--- src/rtl/i2c_bus_mon.sv ---
// Passive I2C bus monitor: synchronise/filter SCL+SDA, decode START/STOP, capture bytes into a FIFO.
// Optional SCL-low timeout enabled by defining I2C_BUS_MON_TIMEOUT_EN.
module i2c_bus_mon #(
    parameter int FILTER_LEN     = 3,
    parameter int FIFO_DEPTH     = 4,
    parameter int TIMEOUT_CYCLES = 4096
) (
    input  logic       clk,
    input  logic       reset,
    input  logic       scl_in,
    input  logic       sda_in,
    output logic       bus_busy,
    output logic [1:0] bus_state,
    output logic       evt_start,
    output logic       evt_rstart,
    output logic       evt_stop,
    output logic       evt_partial,
    output logic       evt_timeout,
    output logic       byte_valid,
    input  logic       byte_ready,
    output logic [7:0] byte_data,
    output logic       byte_ack,
    output logic       byte_first,
    output logic       overflow
);
    localparam int FW = (FILTER_LEN > 1) ? $clog2(FILTER_LEN) : 1;
    localparam int AW = $clog2(FIFO_DEPTH);

    typedef enum logic [1:0] {ST_IDLE = 2'd0, ST_DATA = 2'd1, ST_ACK = 2'd2} state_t;

    logic [1:0]    sync1_r, sync2_r, filt_r, prev_r;
    logic [FW-1:0] fcnt_r [2];
    state_t        state_r, state_n;
    logic [3:0]    bit_cnt_r, bit_cnt_n;
    logic          first_r, first_n;
    logic [7:0]    shreg_r, shreg_n;
    logic          evt_start_n, evt_rstart_n, evt_stop_n, evt_partial_n, evt_timeout_n;
    logic          push_s, timeout_s, mid_byte_s;
    logic          scl_f_s, sda_f_s, start_det_s, stop_det_s, scl_rise_s;
    logic [9:0]    mem_r [FIFO_DEPTH];
    logic [AW:0]   wr_ptr_r, rd_ptr_r;
    logic          empty_s, full_s, pop_s, wr_en_s, ovf_s;
    logic [9:0]    head_s;

    // Two-flop synchroniser followed by a consecutive-sample filter; index 0 = SCL, 1 = SDA
    always_ff @(posedge clk) begin
        if (reset) begin
            sync1_r <= 2'b11;
            sync2_r <= 2'b11;
            filt_r  <= 2'b11;
            prev_r  <= 2'b11;
            for (int i = 0; i < 2; i++) fcnt_r[i] <= '0;
        end else begin
            sync1_r <= {sda_in, scl_in};
            sync2_r <= sync1_r;
            prev_r  <= filt_r;
            for (int i = 0; i < 2; i++) begin
                if (sync2_r[i] == filt_r[i]) begin
                    fcnt_r[i] <= '0;
                end else if (fcnt_r[i] == FW'(FILTER_LEN - 1)) begin
                    filt_r[i] <= sync2_r[i];
                    fcnt_r[i] <= '0;
                end else begin
                    fcnt_r[i] <= fcnt_r[i] + FW'(1);
                end
            end
        end
    end

    assign scl_f_s     = filt_r[0];
    assign sda_f_s     = filt_r[1];
    // SDA edges only count as START/STOP when SCL was high on both sides of the edge
    assign start_det_s = prev_r[0] && scl_f_s && prev_r[1] && !sda_f_s;
    assign stop_det_s  = prev_r[0] && scl_f_s && !prev_r[1] && sda_f_s;
    assign scl_rise_s  = !prev_r[0] && scl_f_s;
    assign mid_byte_s  = (state_r == ST_ACK) || ((state_r == ST_DATA) && (bit_cnt_r != 4'd0));

`ifdef I2C_BUS_MON_TIMEOUT_EN
    localparam int TW = $clog2(TIMEOUT_CYCLES + 1);
    logic [TW-1:0] to_cnt_r;

    assign timeout_s = (state_r != ST_IDLE) && !scl_f_s && (to_cnt_r == TW'(TIMEOUT_CYCLES - 1));

    // Counts consecutive busy cycles with filtered SCL low
    always_ff @(posedge clk) begin
        if (reset || (state_r == ST_IDLE) || scl_f_s || timeout_s) begin
            to_cnt_r <= '0;
        end else begin
            to_cnt_r <= to_cnt_r + TW'(1);
        end
    end
`else
    assign timeout_s = 1'b0;
`endif

    // Bus protocol FSM: next state, byte assembly and event decode
    always_comb begin
        state_n       = state_r;
        bit_cnt_n     = bit_cnt_r;
        first_n       = first_r;
        shreg_n       = shreg_r;
        push_s        = 1'b0;
        evt_start_n   = 1'b0;
        evt_rstart_n  = 1'b0;
        evt_stop_n    = 1'b0;
        evt_partial_n = 1'b0;
        evt_timeout_n = 1'b0;
        if (stop_det_s) begin
            evt_stop_n    = 1'b1;
            evt_partial_n = mid_byte_s;
            state_n       = ST_IDLE;
            bit_cnt_n     = 4'd0;
            first_n       = 1'b0;
        end else if (start_det_s) begin
            if (state_r == ST_IDLE) begin
                evt_start_n = 1'b1;
            end else begin
                evt_rstart_n  = 1'b1;
                evt_partial_n = mid_byte_s;
            end
            state_n   = ST_DATA;
            bit_cnt_n = 4'd0;
            first_n   = 1'b1;
        end else if (timeout_s) begin
            evt_timeout_n = 1'b1;
            evt_partial_n = mid_byte_s;
            state_n       = ST_IDLE;
            bit_cnt_n     = 4'd0;
            first_n       = 1'b0;
        end else if (scl_rise_s) begin
            case (state_r)
                ST_DATA: begin
                    shreg_n   = {shreg_r[6:0], sda_f_s};
                    bit_cnt_n = bit_cnt_r + 4'd1;
                    if (bit_cnt_r == 4'd7) begin
                        state_n = ST_ACK;
                    end else begin
                        state_n = ST_DATA;
                    end
                end
                ST_ACK: begin
                    push_s    = 1'b1;
                    first_n   = 1'b0;
                    bit_cnt_n = 4'd0;
                    state_n   = ST_DATA;
                end
                default: state_n = ST_IDLE;
            endcase
        end else begin
            state_n = state_r;
        end
    end

    // FSM state and registered event pulses
    always_ff @(posedge clk) begin
        if (reset) begin
            state_r     <= ST_IDLE;
            bit_cnt_r   <= 4'd0;
            first_r     <= 1'b0;
            shreg_r     <= 8'd0;
            evt_start   <= 1'b0;
            evt_rstart  <= 1'b0;
            evt_stop    <= 1'b0;
            evt_partial <= 1'b0;
            evt_timeout <= 1'b0;
        end else begin
            state_r     <= state_n;
            bit_cnt_r   <= bit_cnt_n;
            first_r     <= first_n;
            shreg_r     <= shreg_n;
            evt_start   <= evt_start_n;
            evt_rstart  <= evt_rstart_n;
            evt_stop    <= evt_stop_n;
            evt_partial <= evt_partial_n;
            evt_timeout <= evt_timeout_n;
        end
    end

    assign bus_state = state_r;
    assign bus_busy  = (state_r != ST_IDLE);

    assign empty_s = (wr_ptr_r == rd_ptr_r);
    assign full_s  = (wr_ptr_r[AW] != rd_ptr_r[AW]) && (wr_ptr_r[AW-1:0] == rd_ptr_r[AW-1:0]);
    assign pop_s   = !empty_s && byte_ready;
    // A pop in the same cycle frees the slot, so a full-FIFO push still lands
    assign wr_en_s = push_s && (!full_s || pop_s);
    assign ovf_s   = push_s && full_s && !pop_s;

    // FIFO storage; entry layout is {first, ack, data}
    always_ff @(posedge clk) begin
        if (wr_en_s) begin
            mem_r[wr_ptr_r[AW-1:0]] <= {first_r, ~sda_f_s, shreg_r};
        end
    end

    // FIFO pointers and sticky overflow flag
    always_ff @(posedge clk) begin
        if (reset) begin
            wr_ptr_r <= '0;
            rd_ptr_r <= '0;
            overflow <= 1'b0;
        end else begin
            if (wr_en_s) wr_ptr_r <= wr_ptr_r + (AW+1)'(1);
            if (pop_s)   rd_ptr_r <= rd_ptr_r + (AW+1)'(1);
            if (ovf_s)   overflow <= 1'b1;
        end
    end

    // Head entry is forced to zero while empty so outputs read 0 after reset
    always_comb begin
        head_s = 10'd0;
        if (!empty_s) begin
            head_s = mem_r[rd_ptr_r[AW-1:0]];
        end else begin
            head_s = 10'd0;
        end
    end

    assign byte_valid = !empty_s;
    assign byte_first = head_s[9];
    assign byte_ack   = head_s[8];
    assign byte_data  = head_s[7:0];
endmodule
--- config.mk ---
export PLATFORM = sky130hd
export DESIGN_NAME = i2c_bus_mon
export DESIGN_NICKNAME = d
export VERILOG_FILES = /design/src/rtl/i2c_bus_mon.sv
export SDC_FILE = /design/constraint.sdc
export NUM_CORES = 1
export LEC_CHECK = 0
export ABC_AREA = 0
export CAP_MARGIN = 15
export CORE_ASPECT_RATIO = 0.5
export CORE_MARGIN = 4
export CORE_UTILIZATION = 62
export CTS_BUF_LIST = sky130_fd_sc_hd__clkbuf_16
export CTS_CLUSTER_DIAMETER = 120
export DETAILED_ROUTE_END_ITERATION = 10
export PLACE_DENSITY = 0.84
export SYNTH_ARGS = -nofsm -noshare
export SYNTH_HDL_FRONTEND = slang
export SYNTH_SLANG_ARGS = --single-unit
--- constraint.sdc ---
create_clock -name clk -period 2.65 [get_ports clk]
set_input_delay 0.53 -clock clk [delete_from_list [all_inputs] [get_ports clk]]
set_output_delay 0.53 -clock clk [all_outputs]
set_load 0.05 [all_outputs]
# After elaboration in Yosys (flattened, before gate mapping)

Memories as Yosys holds them, arrays and structs flattened. A register that Yosys moved wholly into a read port is not among the register bits.
Index checks and enable logic that the tools add are counted.

Eq/ne operators: 10
Multiplexer cells: 53
Add/subtract/negate cells: 5
Bitwise logic cells: 11
Reduce and logical (&&, ||, !) cells: 34

Operator list:

| operator              | number |
|---|---|
| $mux W1               | 41 |
| $mux W2               | 9 |
| $logic_and A1 B1 Y1   | 12 |
| $mux W10              | 1 |
| $pmux W4 S2           | 1 |
| $reduce_and A2 Y1     | 4 |
| $reduce_bool A2 Y1    | 4 |
| $add A3 B1 Y3 const B | 2 |
| $eq A2 B2 Y1 const B  | 3 |
| $logic_not A1 Y1      | 6 |
| $or A1 B1 Y1          | 6 |
| $reduce_or A3 Y1      | 2 |
| $not A1 Y1            | 5 |
| $add A2 B1 Y2 const B | 2 |
| $add A4 B1 Y4 const B | 1 |
| $eq A4 B3 Y1 const B  | 1 |
| $pmux W2 S2           | 1 |
| $reduce_and A4 Y1     | 1 |
| $reduce_bool A4 Y1    | 1 |
| $eq A3 B3 Y1          | 1 |
| $eq A1 B1 Y1          | 2 |
| $eq A2 B1 Y1 const B  | 1 |
| $eq A2 B2 Y1          | 1 |
| $logic_not A2 Y1      | 1 |
| other kinds (3)       | 4 |

Output and inout bits: 20
Memory bits (writable): 44
Logic and storage cells: 132
Flip-flop bits (word level): 34
Memories: 2

Memory list:

| name   | depth | width | rd ports | clocked after Yosys merged registers in | wr ports | line | text |
|---|---|---|---|---|---|---|---|
| mem_r  | 4     | 10    | 1        | 1                                       | 1        | 40   | `logic [9:0] mem_r [FIFO_DEPTH];` |
| fcnt_r | 2     | 2     | 2        | 0                                       | 2        | 32   | `logic [FW-1:0] fcnt_r [2];` |

# Logic depth before layout (Yosys ltp)

Gate-level depths: netlist of the first run.

Depth after elaboration: 8
Gate-level depth with buffers: 7
Mapped depth without buffers: 6

# Worst setup path after synthesis of the first run

No wires, ideal clock.

Path type: register -> output
Start point: register wr_ptr_r[1]
End point: output port byte_data[5]
Required time: 2.120 ns
Arrival: 1.675 ns
Path slack: 0.445 ns
Stages on the path, launching flop included: 5
Buffers on the path: 1
Path through: dfxtp_1 xor2_1 nor3_1 clkbuf_1 nor2b_1

Longest elaborated chain between the ends: 2

Ends and longest elaborated chain:

| what                     | line | text |
|---|---|---|
| start: declaration       | 41   | `logic [AW:0] wr_ptr_r, rd_ptr_r;` |
| start signal: assignment | 203  | `if (wr_en_s) wr_ptr_r <= wr_ptr_r + (AW+1)'(1);` |
| $eq A3 B3 Y1             | 182  | `assign empty_s = (wr_ptr_r == rd_ptr_r);` |
| $mux W10                 | 212  | `if (!empty_s) begin` |
| end: declaration         | 21   | `output logic [7:0] byte_data,` |

No other way between the ends.

# Worst setup path after layout of the first run

Start point: register state_r[0], in the netlist bus_state[0]
End point: output port bus_busy

Longest elaborated chain between the ends: 1

Ends and longest elaborated chain:

| what                     | line | text |
|---|---|---|
| start: declaration       | 33   | `state_t state_r, state_n;` |
| start signal: assignment | 167  | `state_r <= state_n;` |
| $reduce_bool A2 Y1       | 180  | `assign bus_busy = (state_r != ST_IDLE);` |
| end: declaration         | 12   | `output logic bus_busy,` |

No other way between the ends.

==> impl_results.md, run 1 <==
* Antenna diodes at 0
* Clk pin slew, worst setup/hold paths at about 0.06 ns
* Pins Over Slew Limit at 0
* Crit path max fanout at 4
* CTS Buffer Depth at 2
* Most used cell along the critical path: inv_1
* Initial Utilization at around 65%
* Hold Crit Class: flip-flop to flip-flop
* Worst EP arrival at about 1.9 ns
* Setup total negative slack at 0 ns
* DR vias at approximately 2,000
* CP endpoint kind: primary output
* RSZ-0062 raised after global routing: no
* CP max stage delay at about 0.8 ns
* Grt ovf at 0
* Most frequent cell after synthesis: edfxtp_1
* Leakage power at between 1 and 1.5 nW
* Starting DRT DRC Count at about 80
* Synth cell types at 43
* Highest Clock Rate at roughly 0.41 GHz
* Worst path top cell family by delay: buffers and inverters
* Crit-path slowest cell: clkdlybuf4s50_1
* Final Critical Period at 2.425 ns
* Routed WL at around 5600 µm
* Crit path kind: flip-flop to primary output
* Drt drc at 0
* Req. time, crit path at about 2.1 ns
* WP buf/inv at 3
* Post-synthesis sequential area ratio at between 60% and 70%
* #FFs+latches synth at 80
* Cells resized by post-CTS repair at 0
* Most used DFF post-synth: edfxtp_1
* Antenna Nets Post-Route at 0
* Synth area leader: edfxtp_1
* Clock sink count at 80
* Post-synth ARST share at 0%
* Port Buffers at 23
* Post-synth EDFFs at 44
* Setup crit start kind: flip-flop
* GPL Wtd Cong at 0.7933
* H-tree levels at 3
* Share of cells above drive strength 1 at ~18%
* Rows at 18
* Synthesis Warnings at 0
* Cts hold-fix bufs at 0
* DR pass1 iterations at 4
* Relative slew margins at ~50%
* Gate Count Post-Synth at approximately 250
* PD cells at around 670 nW/µm²
* Slew @ Worst Pin at around 0.75 ns
* Final period util at approximately 90%
* Final Power at 0.002595 W
* Worst VDD drop at approximately 0.42 mV
* Number of global-route vias before repair at around 1,900
* Final Hold Fails at 0
* Synthesized area at approximately 3300 µm²
* Layout area overhead at 17.40%
* Total die area at ~6600 µm²
* Clock root cell: clkbuf_16
* Post-synth top area share at roughly 40%
* Largest net degree at the start of global routing at 20
* CTS tree: done
* First-pass GRT wire length at around 9200 µm
* Width of the die at between 100 and 150 µm
* Avg Inst Size Synth at 12.99 µm²
* Status: finished, final reports clean
* Fin nets at 299
* Post CTS Setup Buffer Count at 0
* Max cap viols at 0
* WL/cell at 15.76 µm
* Initial antenna violation count at 0
* Clock buffer count from CTS at 9
* Final clock skew at 0.005123 ns
* Crit-path cells: inv_1 -> ha_1 -> inv_1 -> clkdlybuf4s50_1
* Top area cells in the synthesized netlist: edfxtp_1, dfxtp_1, mux4_2
* GRT Resource Usage Total at ~19%
* Endpoints failing setup at 0
* Synth top cells by count: edfxtp_1, dfxtp_1, nand2_1, nor2_1, a21oi_1
* Ports at 25
* DIE HEIGHT at between 50 and 60 µm
* Dpl hpwl at around 3700 µm
* Vias per cell at around 5.6
* CORE AREA at between 5000 and 6000 µm²
* Worst-Skew Late Latency at approximately 0.33 ns
==> flip-flops by register name, indices dropped and copies added (netlist names), named ones only <==
name	flops
bit_cnt_r	4
bus_state	2
evt_partial	1
evt_rstart	1
evt_start	1
evt_stop	1
fcnt_r	4
filt_r	2
first_r	1
mem_r	40
overflow	1
prev_r	2
rd_ptr_r	3
shreg_r	8
sync1_r	2
sync2_r	2
wr_ptr_r	3
==> routing by layer <==
layer | track usage, % | wire, µm | vias up
li1 | - | - | 965
met1 | 22.88 | 2505 | 955
met2 | 31.38 | 2732 | 58
met3 | 6.830 | 336 | 5
met4 | 5.789 | 51 | 0
met5 | 0 | 0 | -
==> final timing paths <==
path,start,to,slack (ns),cells past startpoint
setup / recovery,bus_state[0],bus_busy,0.23,4
hold / removal,sync1_r[0],sync2_r[0],0.41,1
setup reg to reg,bus_state[0],mem_r[1][1],0.70,5
hold reg to reg,sync1_r[0],sync2_r[0],0.41,1
==> worst reg2reg max path, stage by stage (launching register included) <==
cell     delay (ns)
dfxtp_1        0.34
inv_1          0.09
ha_1           0.35
and3b_1        0.30
o41a_4         0.23
and2_2         0.32
==> through the flow <==
step / utilization, % / instance area (µm²) / hold slack [ns] / std cells / setup slack (ns)
floorplan: - / 3298 / 0.3895 / 256 / 0.4452
global placement: 70.93 / 3562 / 0.3943 / 341 / 0.5179
detailed placement: 70.93 / 3562 / 0.3993 / 341 / 0.4965
CTS: 76.83 / 3859 / 0.4124 / 357 / 0.2043
global route: 76.83 / 3859 / 0.4230 / 357 / 0.1421
finish: 76.83 / 3859 / 0.4081 / 357 / 0.2253
==> cell families (layout without fill, tap and decap cells) <==
group | count (synthesis) | after routing | synth area share (%)
AND/OR/NAND/NOR | 82 | 82 | 13.67
flip-flops | 80 | 80 | 62.12
AO/OA/AOI/OAI | 32 | 32 | 6.129
buffers and inverters | 23 | 54 | 2.855
multiplexers | 14 | 14 | 8.070
adder cells (fa/ha/maj) | 12 | 12 | 4.568
XOR/XNOR | 8 | 8 | 2.360
other | 2 | 5 | 0.2285
==> report_power, final <==
group	internal (W)	leakage, nW	total, W	switching (W)
sequential	0.00131	0.698	0.00132	0.00000858
clock	0.000730	0.144	0.00120	0.000474
combinational	0.0000273	0.627	0.0000724	0.0000450
==> cell usage in the layout, fill, tap and decap left out, types with 2 or more instances in the layout <==
cell type and n:
and2b_1 8, mux2i_1 4, xnor2_1 4, ha_1 12, o21ai_0 5, edfxtp_1 44, nor2_1 16, o22ai_1 2
nor4_1 3, conb_1 5, a21oi_1 15, or3_1 3, nand3_1 10, or2_2 5, inv_1 13, inv_6 2
clkdlybuf4s50_1 12, nand2b_1 2, clkinvlp_4 2, dfxtp_1 36, nor2b_1 4, a31oi_1 3, xor2_1 3, mux4_2 10
and2_2 3, nor3_1 4, clkbuf_16 9, buf_4 14, nand2_1 16
==> final cells by class <==
type / count / area, µm²
Tap cell: 70 / 87.58
Sequential cell: 80 / 2042
Fill cell: 290 / 1164
Inverter: 12 / 45.04
Timing Repair Buffer: 26 / 225.2
Clock buffer: 9 / 225.2
Clock inverter: 7 / 71.32
Multi-Input combinational cell: 153 / 1162
(Power assumes the default switching activity.)
==> inputs of run 2 (changes only) <==
--- a/config.mk
+++ b/config.mk
@@ -9,11 +9,11 @@
 export CAP_MARGIN = 15
 export CORE_ASPECT_RATIO = 0.5
 export CORE_MARGIN = 4
-export CORE_UTILIZATION = 62
+export CORE_UTILIZATION = 50
 export CTS_BUF_LIST = sky130_fd_sc_hd__clkbuf_16
 export CTS_CLUSTER_DIAMETER = 120
 export DETAILED_ROUTE_END_ITERATION = 10
-export PLACE_DENSITY = 0.84
+export PLACE_DENSITY = 0.7
 export SYNTH_ARGS = -nofsm -noshare
 export SYNTH_HDL_FRONTEND = slang
 export SYNTH_SLANG_ARGS = --single-unit
==> run 2 against run 1 <==
Compared with the run above: critical path depth unchanged; worst setup slack improved by 0.025 ns; via count decreased by 2.1%; first-iteration DRC count increased by 15%; global-route usage decreased by 2.8 points; combinational power increased by 2%; register-to-register slack improved by 0.03 ns; hold slack improved by 0.0021 ns; wire length decreased by 1.1%; critical path type unchanged; critical endpoint unchanged; highest routed layer unchanged.
==> impl_results.md, run 2 (synthesized netlist as in run 1, its figures left out) <==
* WL/cell at 14.84 µm (-5.8%)
* Most used cell along the critical path: inv_1
* Total die area at 8014 µm² (+21%)
* Number of global-route vias before repair at 1,990 (+5.3%)
* Final Critical Period at 2.400 ns (-0.02503 ns)
* Fin nets at 299 (unchanged)
* GRT Resource Usage Total at 15.80% (-2.8 points)
* Crit-path cells: inv_1 -> ha_1 -> inv_1 -> clkdlybuf4s50_1
* Highest Clock Rate at 0.4167 GHz (+1.0%)
* Starting DRT DRC Count at 93 (+15%)
* Worst EP arrival at 1.87 ns (-0.02 ns)
* Placed cell count at 359 (+5.3%)
* RSZ-0062 raised after global routing: no
* CP endpoint kind: primary output
* H-tree levels at 3 (unchanged)
* Width of the die at 122.7 µm (+11%)
* GPL Wtd Cong at 0.7814 (-1.5%)
* Hold Crit Class: flip-flop to flip-flop
* Commonest non-fill, non-tap cell in the layout: edfxtp_1
* Initial Utilization at 52.96% (-12 points)
* Cells resized by post-CTS repair at 0 (unchanged)
* Endpoints failing setup at 0 (unchanged)
* Met3 wire len at 157 µm (-53%)
* Crit path kind: flip-flop to primary output
* Top routing layer in use: met4
* Final clock skew at 0.007049 ns (+0.001926 ns)
* DIE HEIGHT at 65.33 µm (+9.8%)
* Port Buffers at 23 (unchanged)
* Max cap viols at 0 (unchanged)
* Antenna diodes at 0 (unchanged)
* Clock root cell: clkbuf_16
* Req. time, crit path at 2.12 ns (about the same)
* Relative slew margins at 48.70% (-1.3 points)
* Worst-Skew Late Latency at 0.33 ns (about the same)
* Rows at 20 (+2)
* Final Hold Fails at 0 (unchanged)
* Vias per cell at 5.176 (-6.8%)
* Worst VDD drop at 0.3035 mV (-27%)
* CTS tree: done
* Dpl hpwl at 3962 µm (+8.5%)
* Routed WL at 5564 µm (-1.1%)
* Grt ovf at 0 (unchanged)
* Worst path top cell family by delay: buffers and inverters
* First-pass GRT wire length at 9480 µm (+2.8%)
* Pins Over Slew Limit at 0 (unchanged)
* Cts hold-fix bufs at 0 (unchanged)
* Final period util at 90.55% (-0.94 points)
* Setup total negative slack at 0 ns (unchanged)
* Clock sink count at 80 (unchanged)
* Layout area overhead at 17.59%
* Crit-path slowest cell: clkdlybuf4s50_1
* Setup crit start kind: flip-flop
* CORE AREA at 6206 µm² (+24%)
* WP buf/inv at 3 (unchanged)
* Drt drc at 0 (unchanged)
* Status: finished, final reports clean
* Clock buffer count from CTS at 9 (unchanged)
* PD cells at 652.1 nW/µm² (-3.0%)
* Final Non-Filler Cells at 375 (+5.0%)
* Largest net degree at the start of global routing at 18 (-10%)
* Post CTS Setup Buffer Count at 0 (unchanged)
* DR vias at 1,941 (-2.1%)
* Crit path max fanout at 4 (unchanged)
* Leakage power at 1.465 nW (-0.27%)
* Met1 WL at 2618 µm (+4.5%)
* CP max stage delay at 0.80 ns (about the same)
* CTS Buffer Depth at 2 (unchanged)
* Initial antenna violation count at 0 (unchanged)
* Max FFs per register at 40 (unchanged)
* Slew @ Worst Pin at 0.7680 ns (+0.01986 ns)
* DR pass1 iterations at 4 (unchanged)
* Detail Route met2 WL at 2740 µm (+0.29%)
* Ports at 25 (unchanged)
* Antenna Nets Post-Route at 0 (unchanged)
* Share of cells above drive strength 1 at 18.12% (unchanged)
* Most frequent cells in the layout: edfxtp_1, dfxtp_1, nand2_1, nor2_1, a21oi_1
* Clk pin slew, worst setup/hold paths at 0.06 ns (about the same)
[run 2: cell count changes in the layout (fill, tap and decap cells not counted), sizes merged]
cell      before  now
clkinv         1    4
bufinv         1    0
clkinvlp       2    0
[run 2: routing by layer]
layer,vias to the layer above,track usage [%]
li1,962,-
met1,946,19.01
met2,29,26.51
met3,4,4.385
met4,0,7.531
met5,-,0
[run 2: per-stage QoR]
stage	worst slack (ns)	util [%]	power [W]	hold slack (ns)	instance area [µm²]
2_1_floorplan	0.4452	-	0.001395	0.3895	3298
5_1_grt	0.1467	62.28	0.002615	0.4229	3865
6_report	0.2504	62.28	0.002521	0.4102	3865
3_3_place_gp	0.5244	57.76	0.001416	0.3951	3585
3_5_place_dp	0.4928	57.76	0.001419	0.3982	3585
4_1_cts	0.2174	62.28	0.002555	0.4123	3865
[run 2: worst register-to-register path, cell delays in order, from the launching register on]
cell     delay, ns
dfxtp_1       0.33
inv_1         0.08
ha_1          0.33
and3b_1       0.30
o41a_4        0.23
and2_2        0.33
[run 2: cell type report]
| cell class | instances | area [µm²] |
|---|---|---|
| Clock inverter | 7 | 55.05 |
| Multi-Input combinational cell | 153 | 1162 |
| Fill cell | 502 | 2341 |
| Tap cell | 88 | 110.1 |
| Clock buffer | 9 | 225.2 |
| Inverter | 12 | 45.04 |
| Timing Repair Buffer | 26 | 225.2 |
| Sequential cell | 80 | 2042 |
[run 2: report_power, final]
part	total, W	internal [W]	switching (W)
logic	0.0000736	0.0000275	0.0000461
clock network	0.00113	0.000644	0.000484
registers	0.00132	0.00131	0.00000884
total	0.00252	0.00198	0.000539
[run 2: worst paths after layout]
path	endpoint	slack, ns	from	depth (start not counted)
setup / recovery	bus_busy	0.25	bus_state[0]	4
hold / removal	sync2_r[1]	0.41	sync1_r[1]	1
setup reg to reg	mem_r[0][2]	0.73	bus_state[0]	5
hold reg to reg	sync2_r[1]	0.41	sync1_r[1]	1
